### src/rtl/bin2bcd_seq.sv
// Iterative double-dabble binary-to-BCD converter, one input bit per clock, start/busy/done handshake.
// Optional leading-zero blanking output when BIN2BCD_LEAD_BLANK_EN is defined.
module bin2bcd_seq #(
  parameter int unsigned BIN_W  = 8,
  parameter int unsigned DIGITS = 3
) (
  input  logic                  clk,
  input  logic                  rst_n,
  input  logic                  start,
  input  logic [BIN_W-1:0]      bin_in,
  output logic                  busy,
  output logic                  done,
  output logic [4*DIGITS-1:0]   bcd_out,
  output logic                  ovf
`ifdef BIN2BCD_LEAD_BLANK_EN
  ,
  output logic [DIGITS-1:0]     blank
`endif
);

  localparam int unsigned CNT_W = $clog2(BIN_W + 1);
  localparam int unsigned BCD_W = 4 * DIGITS;
  localparam int unsigned SR_W  = BCD_W + BIN_W;

  typedef enum logic [1:0] {IDLE, SHIFT, DONE} state_t;

  state_t            state, state_nx;
  logic [SR_W-1:0]   sr, corr, sr_shift;
  logic [CNT_W-1:0]  cnt;
  logic              ovf_acc, ovf_now;
  logic              load, step, last;

  // All digit fields corrected in parallel; +3 on a value of 5..9 stays within the nibble.
  always_comb begin
    corr = sr;
    for (int unsigned d = 0; d < DIGITS; d++) begin
      if (sr[BIN_W + 4*d +: 4] >= 4'd5)
        corr[BIN_W + 4*d +: 4] = sr[BIN_W + 4*d +: 4] + 4'd3;
    end
  end

  assign sr_shift = {corr[SR_W-2:0], 1'b0};
  assign ovf_now  = ovf_acc | corr[SR_W-1];

  always_ff @(posedge clk or negedge rst_n) begin
    if (!rst_n) state <= IDLE;
    else        state <= state_nx;
  end

  always_comb begin
    state_nx = state;
    load     = 1'b0;
    step     = 1'b0;
    last     = 1'b0;
    busy     = 1'b0;
    done     = 1'b0;
    case (state)
      IDLE: begin
        if (start) begin
          load     = 1'b1;
          state_nx = SHIFT;
        end
      end
      SHIFT: begin
        busy = 1'b1;
        step = 1'b1;
        if (cnt == CNT_W'(1)) begin
          last     = 1'b1;
          state_nx = DONE;
        end
      end
      DONE: begin
        done = 1'b1;
        if (start) begin
          load     = 1'b1;
          state_nx = SHIFT;
        end else begin
          state_nx = IDLE;
        end
      end
      default: state_nx = IDLE;
    endcase
  end

  always_ff @(posedge clk or negedge rst_n) begin
    if (!rst_n) begin
      sr      <= '0;
      cnt     <= '0;
      ovf_acc <= 1'b0;
      bcd_out <= '0;
      ovf     <= 1'b0;
    end else if (load) begin
      sr      <= {{BCD_W{1'b0}}, bin_in};
      cnt     <= CNT_W'(BIN_W);
      ovf_acc <= 1'b0;
    end else if (step) begin
      sr      <= sr_shift;
      cnt     <= cnt - CNT_W'(1);
      ovf_acc <= ovf_now;
      if (last) begin
        bcd_out <= sr_shift[SR_W-1 -: BCD_W];
        ovf     <= ovf_now;
      end
    end
  end

`ifdef BIN2BCD_LEAD_BLANK_EN
  logic [DIGITS-1:0] blank_nx;
  logic              zero_run;

  // Walk from the top digit down; digit 0 is never blanked.
  always_comb begin
    blank_nx = '0;
    zero_run = 1'b1;
    for (int unsigned d = DIGITS - 1; d >= 1; d--) begin
      zero_run    = zero_run && (sr_shift[BIN_W + 4*d +: 4] == 4'd0);
      blank_nx[d] = zero_run;
    end
  end

  always_ff @(posedge clk or negedge rst_n) begin
    if (!rst_n)          blank <= '0;
    else if (step && last) blank <= blank_nx;
  end
`endif

endmodule

### config.mk
export PLATFORM = sky130hd
export DESIGN_NAME = bin2bcd_seq
export DESIGN_NICKNAME = d
export VERILOG_FILES = /design/src/rtl/bin2bcd_seq.sv
export SDC_FILE = /design/constraint.sdc
export NUM_CORES = 1
export LEC_CHECK = 0
export CORE_UTILIZATION = 40
export CTS_BUF_LIST = sky130_fd_sc_hd__clkbuf_4
export DETAILED_ROUTE_END_ITERATION = 8
export SKIP_CTS_REPAIR_TIMING = 1
export SYNTH_ARGS = -nofsm -noshare
export SYNTH_HDL_FRONTEND = slang
export SYNTH_SLANG_ARGS = --single-unit
### constraint.sdc
create_clock -name clk -period 1.8 [get_ports clk]
set_input_delay 0.45 -clock clk [delete_from_list [all_inputs] [get_ports clk]]
set_output_delay 0.45 -clock clk [all_outputs]
set_load 0.005 [all_outputs]
==> impl_results.md, run 1 <==
- Setup ws final: 0.107 ns
- Vias in the first global route: 1391
- Placement Setup Slack: between 0.01 and 0.015 ns
- Crit share post-route: a little over nine tenths
- Outcome: finished, final reports clean
- Crit path buf inv count: 1
- Die area: 5110 um2
- CTS root buf: clkbuf_4
- Core ar.: between 4000 and 5000 um2
- DR vias/cell: 5.17
- Endpoints failing setup: 0
- DR iter-0 viols: 67
- Clock period minus final worst setup slack: 1.69 ns
- Mux cell area share after synthesis: 3.89%
- CP delay by family, top: buffers and inverters
- Primary FF master, synth: dfrtp_1
- Pleak: 1.08 nW
- Slowest-stage cell, CP: clkdlybuf4s50_1
- Total power: 4.07 mW
- GRT overflow: 0
- Relative slew slack: 69.0%
- Die X: ~70 um
- DR WL/cell: 14.0 um
- Number of max-cap violations: 0
- Setup crit end kind: primary output
- Post-synth EDFFs: 0
- Post-route DRC: 0
- Post-synth top cells: 40 x dfrtp_1, 38 x nand2_1, 16 x o21ai_0
- Nets@finish: 235
- Area of the multi-input gates: 841 um2
- GRT Overall Usage: around 17%
- Worst-margin pin slew: 0.465 ns
- Worst skew pair latency: 0.35 ns
- Yosys cell types: 33
- Worst vdd ir: 0.763 mV
- Reg-to-Reg Start: sr[16]$_DFFE_PN0P_
- Fin util: between 50 and 60%
- Final Hold Fails: 0
- Via count: 1390
- Post-synthesis simple-gate area fraction: around 17%
- Row count: 24
- RSZ-0062 raised after global routing: no
- CTS tree: done
- Post-DP HPWL: 2710 um
- # IOs: 26
- Initial Utilization: 42.9%
- Die Y: between 70 and 80 um
- CP required: 1.35 ns
- Critical path launch point type: flip-flop
- Synth area leaders: dfrtp_1 52%, nand2_1 7.4%, ha_1 5.2%
- Seq cells post-synth: 40
- R2R setup slack: 0.20 ns
- Pin count of the biggest net entering global routing: 23
- CP Cell Sequence: clkdlybuf4s50_1
- Worst min-delay path category: in2async
- Clock sink count: 40
- Slew Viols, Final: 0
- Compound-gate portion of the synthesized area: ~16%
- Post-Syn Area per Cell: 10.5 um2
- Syn Inst Count: 183
- Post-Route WL: 3780 um
- Post-synth top area share: between 50% and 60%
- CP max FO: 2
- Yosys top cell by area: dfrtp_1
- CTS clk-pin slew, worst paths: 0.12 ns
- Net Count, Synth: slightly above 200
- Area after DPL: 2260 um2
- CP Class: reg2out
- Slowest stage delay, CP: 0.51 ns
- Arr. time, crit path: about 1.2 ns
- Final TNS setup: 0 ns
- PortBufs: 25
- Cell Area, Synth: approximately 1900 um2
- Pwr dens: 1750 nW/um2
- Syn. warnings: 0
- TritonCTS Buffers: 5
- Seq/Total Area, Yosys: between 50 and 60%
- # H-tree levels: 2
- Largest family of logic cells by synthesized area: simple AND/OR/NAND/NOR gates
- Ant diodes: 0
- Synth Area in XOR/XNOR: around 2.3%
- Layout cells sized above 1: 15.2%
- Storage element area: approximately 1000 um2
- GP Congestion: 0.769
- Area share of fa/ha/maj cells after synthesis: 5.18%
- R2R cell count: 6
- Router iterations before antenna repair: 4
- P&R area growth vs syn: 20.3%
- Antenna violations before repair: 0
- FILL cells: 431
- Number of nets still failing antenna checks after routing: 0
- Post-route cell area: about 2300 um2
- Most numerous cell in the Yosys netlist: dfrtp_1
- Layout Skew: 0.0138 ns
- Fmax: 591 MHz
- CTS max path bufs: 2
- RR Endpoint: bcd_out[10]$_DFFE_PN0P_
- Async SR Flop Fraction: 100%
- Global-route wire length before repair: 6530 um
==> report_power, final <==
group	switching [mW]	internal, mW	leakage (nW)
clock network	0.289	0.181	0.0338
logic	0.974	0.999	0.539
registers	0.333	1.30	0.503
total	1.60	2.48	1.08
==> how the worst max path moves through the flow <==
stage	from	endpoint	slack (ns)	cells after the start
after floorplan	sr[16]$_DFFE_PN0P_	bcd_out[10]$_DFFE_PN0P_	0.37	6
after global placement	start	sr[18]$_DFFE_PN0P_	0.03	5
after detailed placement	start	sr[10]$_DFFE_PN0P_	0.01	5
after CTS	state[1]$_DFFE_PN0P_	busy	-0.11	3
after global routing	bcd_out[1]$_DFFE_PN0P_	bcd_out[1]	0.06	1
final	bcd_out[1]$_DFFE_PN0P_	bcd_out[1]	0.11	1
==> area by class of cell <==
cell class / count / share of cell area [%]
clock buffer: 7 / 2.26
clock inverter: 1 / 0.162
inverter: 10 / 1.83
multi-input combinational: 127 / 36.2
sequential: 40 / 43.2
tap: 52 / 2.80
timing repair buffer: 32 / 13.6
==> layout by cell type (no fill, tap or decap), types with 2 or more instances in the layout <==
cell type        Yosys  routed
dlymetal6s2s_1       0       2
xnor2_1              4       4
ha_1                 8       8
inv_4                2       2
dfrtp_1             40      39
clkdlybuf4s50_1      0      22
nand2_1             38      38
buf_4                2       6
nor3b_1              6       6
a21oi_4              3       3
nor2b_1              2       2
mux2_4               3       3
a21oi_1              6       6
nand3_1              3       3
nor2_1               2       2
a22o_2               2       2
a22oi_1              7       7
o21ai_1              7       7
o21ai_0             16      16
nor3_1               3       3
mux2i_1              3       3
clkbuf_4             0       7
a22o_1               3       3
inv_1                8       8
nand2b_2             3       3
==> sequential cells by signal, indices dropped and copies added, names as in the netlist <==
register and flops:
bcd_out 12, ovf 1, state 2, cnt 4, ovf_acc 1, sr 20
==> layer usage <==
layer  vias to the layer above  track usage (%)  part of all wire, %
met4                         0             7.84                  1.6
met5                         -                0                    0
met1                       667             21.2                   45
met2                        32             28.1                   49
li1                        685                -                    -
met3                         6             3.38                  4.5
==> kinds of logic (layout without fill, tap and decap cells) <==
group                      count (synthesis)  count (layout)
adders and majority gates                  8               8
xor gates and xnor gates                   5               5
AOI/OAI and AO/OA                         45              45
buffers and inverters                     16              50
and+or+nand+nor                           63              63
muxes                                      6               6
DFF                                       40              40
==> per-stage QoR <==
step                      instances  hold WS [ns]
after floorplan                 183         0.154
after global placement          261         0.427
after detailed placement        261         0.428
after CTS                       269        0.0286
after global routing            269        0.0420
final                           269        0.0316
Power figures use the tool's default switching activity.
==> run 2: changes to the inputs <==
Settings changed: DONT_BUFFER_PORTS set to 1, TNS_END_PERCENT set to 5.
==> run 2 against run 1 <==
Compared with the run above: worst hold slack improved by 0.20 ns; sequential share of layout area rose by 4.5 points; non-clock buffer count fell by 27; cell area fell by 9.5%; clock skew fell by 0.0012 ns; register-to-register slack barely moved; global-route usage fell by 1.2 points; largest cell class unchanged.
==> impl_results.md, run 2 (synthesis gave the netlist of run 1 again) <==
- Outcome: finished, final reports clean
- Setup ws final: 0.161 ns (+0.0545 ns)
- Endpoints failing setup: 0 (unchanged)
- Number of nets still failing antenna checks after routing: 0 (unchanged)
- Relative slew slack: 78.9% (+9.9 points)
- CTS max path bufs: 2 (unchanged)
- Post-route cell area: 2100 um2 (-9.5%)
- Largest regs: sr: 20 flops, bcd_out: 12 flops, cnt: 4 flops
- GRT Overall Usage: 15.7% (-1.2 points)
- CTS root buf: clkbuf_4
- Initial Utilization: 42.9% (unchanged)
- Area after DPL: 1980 um2 (-12%)
- Nets@finish: 208 (-11%)
- DR WL/cell: 15.1 um (+7.4%)
- HP Start: bin_in[5]
- Clock period minus final worst setup slack: 1.64 ns (-0.0545 ns)
- Final Hold Fails: 0 (unchanged)
- Post-route DRC: 0 (unchanged)
- Number of max-cap violations: 0 (unchanged)
- DR iter-0 viols: 79 (+18%)
- Fmax: 610 MHz (+3.3%)
- Ant diodes: 0 (unchanged)
- Pleak: 0.966 nW (-10%)
- Vias in the first global route: 1317 (-5.3%)
- Fin util: 46.7% (-4.9 points)
- Final TNS setup: 0 ns (unchanged)
- R2R cell count: 6 (unchanged)
- Total power: 3.93 mW (-3.4%)
- Reg with most FFs: sr
- Clock sink count: 40 (unchanged)
- Reg-to-Reg Start: sr[12]$_DFFE_PN0P_
- RSZ-0062 raised after global routing: no
- Setup crit end kind: primary output
- Hold_ws: 0.227 ns (+0.195 ns)
- FILL cells: 429 (-0.46%)
- Layout Skew: 0.0126 ns (-0.00119 ns)
- Endpoint, Worst Hold: sr[5]$_DFFE_PN0P_
- Most frequent cells in the layout: 40 x dfrtp_1, 38 x nand2_1, 16 x o21ai_0
- Layout cells sized above 1: 15.3% (+0.056 points)
- Pwr dens: 1870 nW/um2 (+6.7%)
- Cells on Worst Hold Path: 2
- CP Class: reg2out
- Die X: 71.5 um (unchanged)
- DR vias/cell: 5.43 (+5.2%)
- Antenna violations before repair: 0 (unchanged)
- CTS clk-pin slew, worst paths: 0.12 ns (about the same)
- # H-tree levels: 2 (unchanged)
- # IOs: 26 (unchanged)
- Placement Setup Slack: 0.244 ns (+0.234 ns)
- Slew Viols, Final: 0 (unchanged)
- CP max FO: 18 (+16)
- CTS tree: done
- GP Congestion: 0.715 (-7.1%)
- CP required: 1.35 ns (about the same)
- Core ar.: 4500 um2 (unchanged)
- PortBufs: 0 (-100%)
- P&R area growth vs syn: 8.88%
- R2R setup slack: 0.21 ns (about the same)
- Die Y: 71.5 um (unchanged)
- Via count: 1315 (-5.4%)
- Global-route wire length before repair: 6150 um (-5.9%)
- Router iterations before antenna repair: 4 (unchanged)
- Slowest stage delay, CP: 0.44 ns (-0.07 ns)
- TritonCTS Buffers: 5 (unchanged)
- Dpl cells: 232 (-11%)
- Slowest-stage cell, CP: dfrtp_1
- Arr. time, crit path: 1.19 ns (-0.05 ns)
- Post-route insts no fill: 242 (-10%)
- Die area: 5110 um2 (unchanged)
- Worst vdd ir: 0.708 mV (-7.3%)
- Worst min-delay path category: in2reg
- Post-DP HPWL: 2480 um (-8.3%)
- Worst-margin pin slew: 0.314 ns (-0.152 ns)
- Pin count of the biggest net entering global routing: 41 (+78%)
- Crit share post-route: 91.0% (-3.0 points)
- Worst skew pair latency: 0.35 ns (about the same)
- Commonest non-fill, non-tap cell in the layout: dfrtp_1
- Critical path launch point type: flip-flop
- RR Endpoint: bcd_out[6]$_DFFE_PN0P_
- Post-Route WL: 3650 um (-3.4%)
- Row count: 24 (unchanged)
- Number of flip-flops in the largest register: 20 (unchanged)
- GRT overflow: 0 (unchanged)
- CP Cell Sequence: nand2b_4 > inv_4
==> run 2: power breakdown <==
group | leakage [nW] | internal [mW] | switching [mW]
combinational | 0.417 | 0.750 | 0.916
sequential | 0.503 | 1.30 | 0.371
clock | 0.0456 | 0.306 | 0.292
total | 0.966 | 2.35 | 1.58
==> run 2: per-layer routing <==
layer / wire length [um] / track usage (%) / up-vias / part of all wire, %
li1: - / - / 638 / -
met1: 1610 / 18.7 / 645 / 44
met2: 1850 / 27.7 / 25 / 51
met3: 129 / 3.80 / 7 / 3.5
met4: 57 / 5.88 / 0 / 1.6
met5: 0 / 0 / - / 0
==> run 2: worst max-delay path, delay by kind of cell (launching register included) <==
kind / cells / cell delay, ns
DFF: 1 / 0.44
buffers and inverters: 1 / 0.23
and+or+nand+nor: 1 / 0.15
==> run 2: cell type report <==
cell class	count	area, um2	share of cell area, %
Tap cell	52	65.1	3.10
Sequential cell	40	1000	47.6
Clock inverter	2	35.0	1.67
Clock buffer	6	45.0	2.14
Inverter	10	42.5	2.02
Timing Repair Buffer	5	72.6	3.45
Multi-Input combinational cell	127	841	40.0
==> run 2: how the worst max path moves through the flow <==
stage                               startpoint                      end  slack [ns]  cells past startpoint
after floorplan             sr[16]$_DFFE_PN0P_  bcd_out[10]$_DFFE_PN0P_        0.37                      6
after global placement      sr[16]$_DFFE_PN0P_  bcd_out[10]$_DFFE_PN0P_        0.27                      6
after detailed placement    sr[16]$_DFFE_PN0P_  bcd_out[10]$_DFFE_PN0P_        0.24                      6
after CTS                 state[0]$_DFFE_PN0P_                     busy        0.14                      2
after global routing        sr[16]$_DFFE_PN0P_  bcd_out[10]$_DFFE_PN0P_        0.07                      6
final                     state[0]$_DFFE_PN0P_                     busy        0.16                      2
==> run 3: changes to the inputs <==
Settings changed: ABC_CLOCK_PERIOD_IN_PS set to 1800, CORE_UTILIZATION 40 to 37.
==> run 3 against run 2 <==
Compared with the run above: worst hold slack better by 0.0073 ns; cell area is 1.0% higher; cell count is 6.6% higher; first-iteration DRC count is 22% lower; global-route usage is 1.0 points lower; critical endpoint is now bcd_out[2]$_DFFE_PN0P_; via count is 4.9% lower; setup slack better by 0.028 ns; largest power group is now combinational cells; non-clock buffer count is 1 higher.
==> impl_results.md, run 3 (synthesis gave the netlist of run 1 again) <==
- CTS clk-pin slew, worst paths: 0.12 ns (about the same)
- Critical path launch point type: flip-flop
- CTS tree: done
- Clock sink count: 40 (unchanged)
- DR iter-0 viols: 62 (-22%)
- CP required: 2.08 ns (+0.73 ns)
- CP Class: reg2reg
- Relative slew slack: 79.4% (+0.47 points)
- Crit share post-route: 89.5% (-1.6 points)
- Layout Skew: 0.00407 ns (-0.00855 ns)
- Area after DPL: 2010 um2 (+1.3%)
- Setup crit end kind: flip-flop
- CP Cell Sequence: inv_1 > ha_1 > nand2b_2 > a21oi_4 > mux2i_1 > mux2_4
- Slowest stage delay, CP: 0.44 ns (about the same)
- Reg with most FFs: sr
- Worst vdd ir: 0.691 mV (-2.3%)
- Final TNS setup: 0 ns (unchanged)
- Worst-margin pin slew: 0.307 ns (-0.00695 ns)
- Post-Route WL: 3580 um (-2.1%)
- Most frequent cells in the layout: 40 x dfrtp_1, 38 x nand2_1, 16 x o21ai_0
- Slew Viols, Final: 0 (unchanged)
- GP Congestion: 0.750 (+5.0%)
- # H-tree levels: 2 (unchanged)
- Post-DP HPWL: 2400 um (-3.4%)
- Via count: 1250 (-4.9%)
- PortBufs: 0 (unchanged)
- CTS root buf: clkbuf_4
- Antenna violations before repair: 0 (unchanged)
- TritonCTS Buffers: 5 (unchanged)
- P&R area growth vs syn: 9.98%
- GRT Overall Usage: 14.7% (-1.0 points)
- Fin util: 43.5% (-3.2 points)
- DR vias/cell: 4.84 (-11%)
- Outcome: finished, final reports clean
- Post-route cell area: 2120 um2 (+1.0%)
- # IOs: 26 (unchanged)
- Number of max-cap violations: 0 (unchanged)
- Fmax: 621 MHz (+1.8%)
- Storage element area: 1000 um2 (unchanged)
- Endpoints failing setup: 0 (unchanged)
- Placement Setup Slack: 0.232 ns (-0.0125 ns)
- FILL cells: 500 (+17%)
- Arr. time, crit path: 1.89 ns (+0.70 ns)
- Final Hold Fails: 0 (unchanged)
- Die X: 74.2 um (+3.9%)
- Vias in the first global route: 1273 (-3.3%)
- CTS max path bufs: 2 (unchanged)
- RSZ-0062 raised after global routing: no
- Clock period minus final worst setup slack: 1.61 ns (-0.0284 ns)
- Commonest non-fill, non-tap cell in the layout: dfrtp_1
- Router iterations before antenna repair: 4 (unchanged)
- Ant diodes: 0 (unchanged)
- Global-route wire length before repair: 6060 um (-1.4%)
- Die area: 5510 um2 (+7.9%)
- Worst min-delay path category: in2reg
- Number of nets still failing antenna checks after routing: 0 (unchanged)
- GRT overflow: 0 (unchanged)
- Pin count of the biggest net entering global routing: 41 (unchanged)
- Crit path buf inv count: 1 (unchanged)
- Largest regs: sr: 20 flops, bcd_out: 12 flops, cnt: 4 flops
- Area of the multi-input gates: 841 um2 (unchanged)
- Total power: 3.92 mW (-0.26%)
- Worst skew pair latency: 0.34 ns (about the same)
- DR WL/cell: 13.9 um (-8.2%)
- Slowest-stage cell, CP: dfrtp_1
- Setup ws final: 0.190 ns (+0.0284 ns)
- Nets@finish: 209 (+0.48%)
- CP max FO: 5 (-13)
- Die Y: 74.2 um (+3.9%)
- CP delay by family, top: multiplexers
- Number of flip-flops in the largest register: 20 (unchanged)
- Pleak: 0.966 nW (about the same)
- Initial Utilization: 39.6% (-3.3 points)
- Row count: 25 (+4.2%)
- Post-route DRC: 0 (unchanged)
- Layout cells sized above 1: 14.7% (-0.60 points)
- Pwr dens: 1850 nW/um2 (-1.3%)
- Core ar.: 4880 um2 (+8.3%)
run 3: final cells by class:
| class | instances | area share [%] |
|---|---|---|
| sequential | 40 | 47.1 |
| multi-input combinational | 127 | 39.6 |
| tap | 67 | 3.95 |
| timing repair buffer | 6 | 3.77 |
| inverter | 10 | 2.00 |
| clock buffer | 5 | 1.77 |
| clock inverter | 3 | 1.77 |
run 3: worst reg2reg max path: stages, from the launching register on:
cell and delay [ns]:
dfrtp_1 0.44, inv_1 0.10, ha_1 0.26, nand2b_2 0.11, a21oi_4 0.17, mux2i_1 0.28
mux2_4 0.19
run 3: report_power, final:
group / total [mW] / internal (mW) / switching (mW)
Clock: 0.573 / 0.284 / 0.289
Sequential: 1.66 / 1.30 / 0.363
Combinational: 1.69 / 0.768 / 0.922
Total: 3.92 / 2.35 / 1.57
run 3: layer usage:
metal  share of wire (%)  vias to the layer above  global-route usage (%)  routed length [um]
li1                    -                      636                       -                   -
met1                  52                      585                    20.2                1860
met5                   0                        -                       0                   0
met4                0.39                        0                    3.14                  14
met2                  43                       27                    23.2                1530
met3                 4.8                        2                    4.34                 171
run 3: path summary, 6_finish.rpt:
path,cells past startpoint,slack [ns],endpoint,start
max,6,0.19,bcd_out[2]$_DFFE_PN0P_,sr[8]$_DFFE_PN0P_
min,2,0.23,sr[3]$_DFFE_PN0P_,bin_in[3]
max reg2reg,6,0.19,bcd_out[2]$_DFFE_PN0P_,sr[8]$_DFFE_PN0P_
min reg2reg,2,0.49,sr[1]$_DFFE_PN0P_,sr[1]$_DFFE_PN0P_
max in group asynchronous,2,1.02,state[1]$_DFFE_PN0P_,rst_n
min in group asynchronous,2,0.60,bcd_out[5]$_DFFE_PN0P_,rst_n
run 3: metrics by stage:
step | instances | hold WS, ns
after detailed placement | 248 | 0.155
after global routing | 258 | 0.217
after global placement | 248 | 0.155
final | 258 | 0.234
after floorplan | 183 | 0.154
after CTS | 256 | -0.227
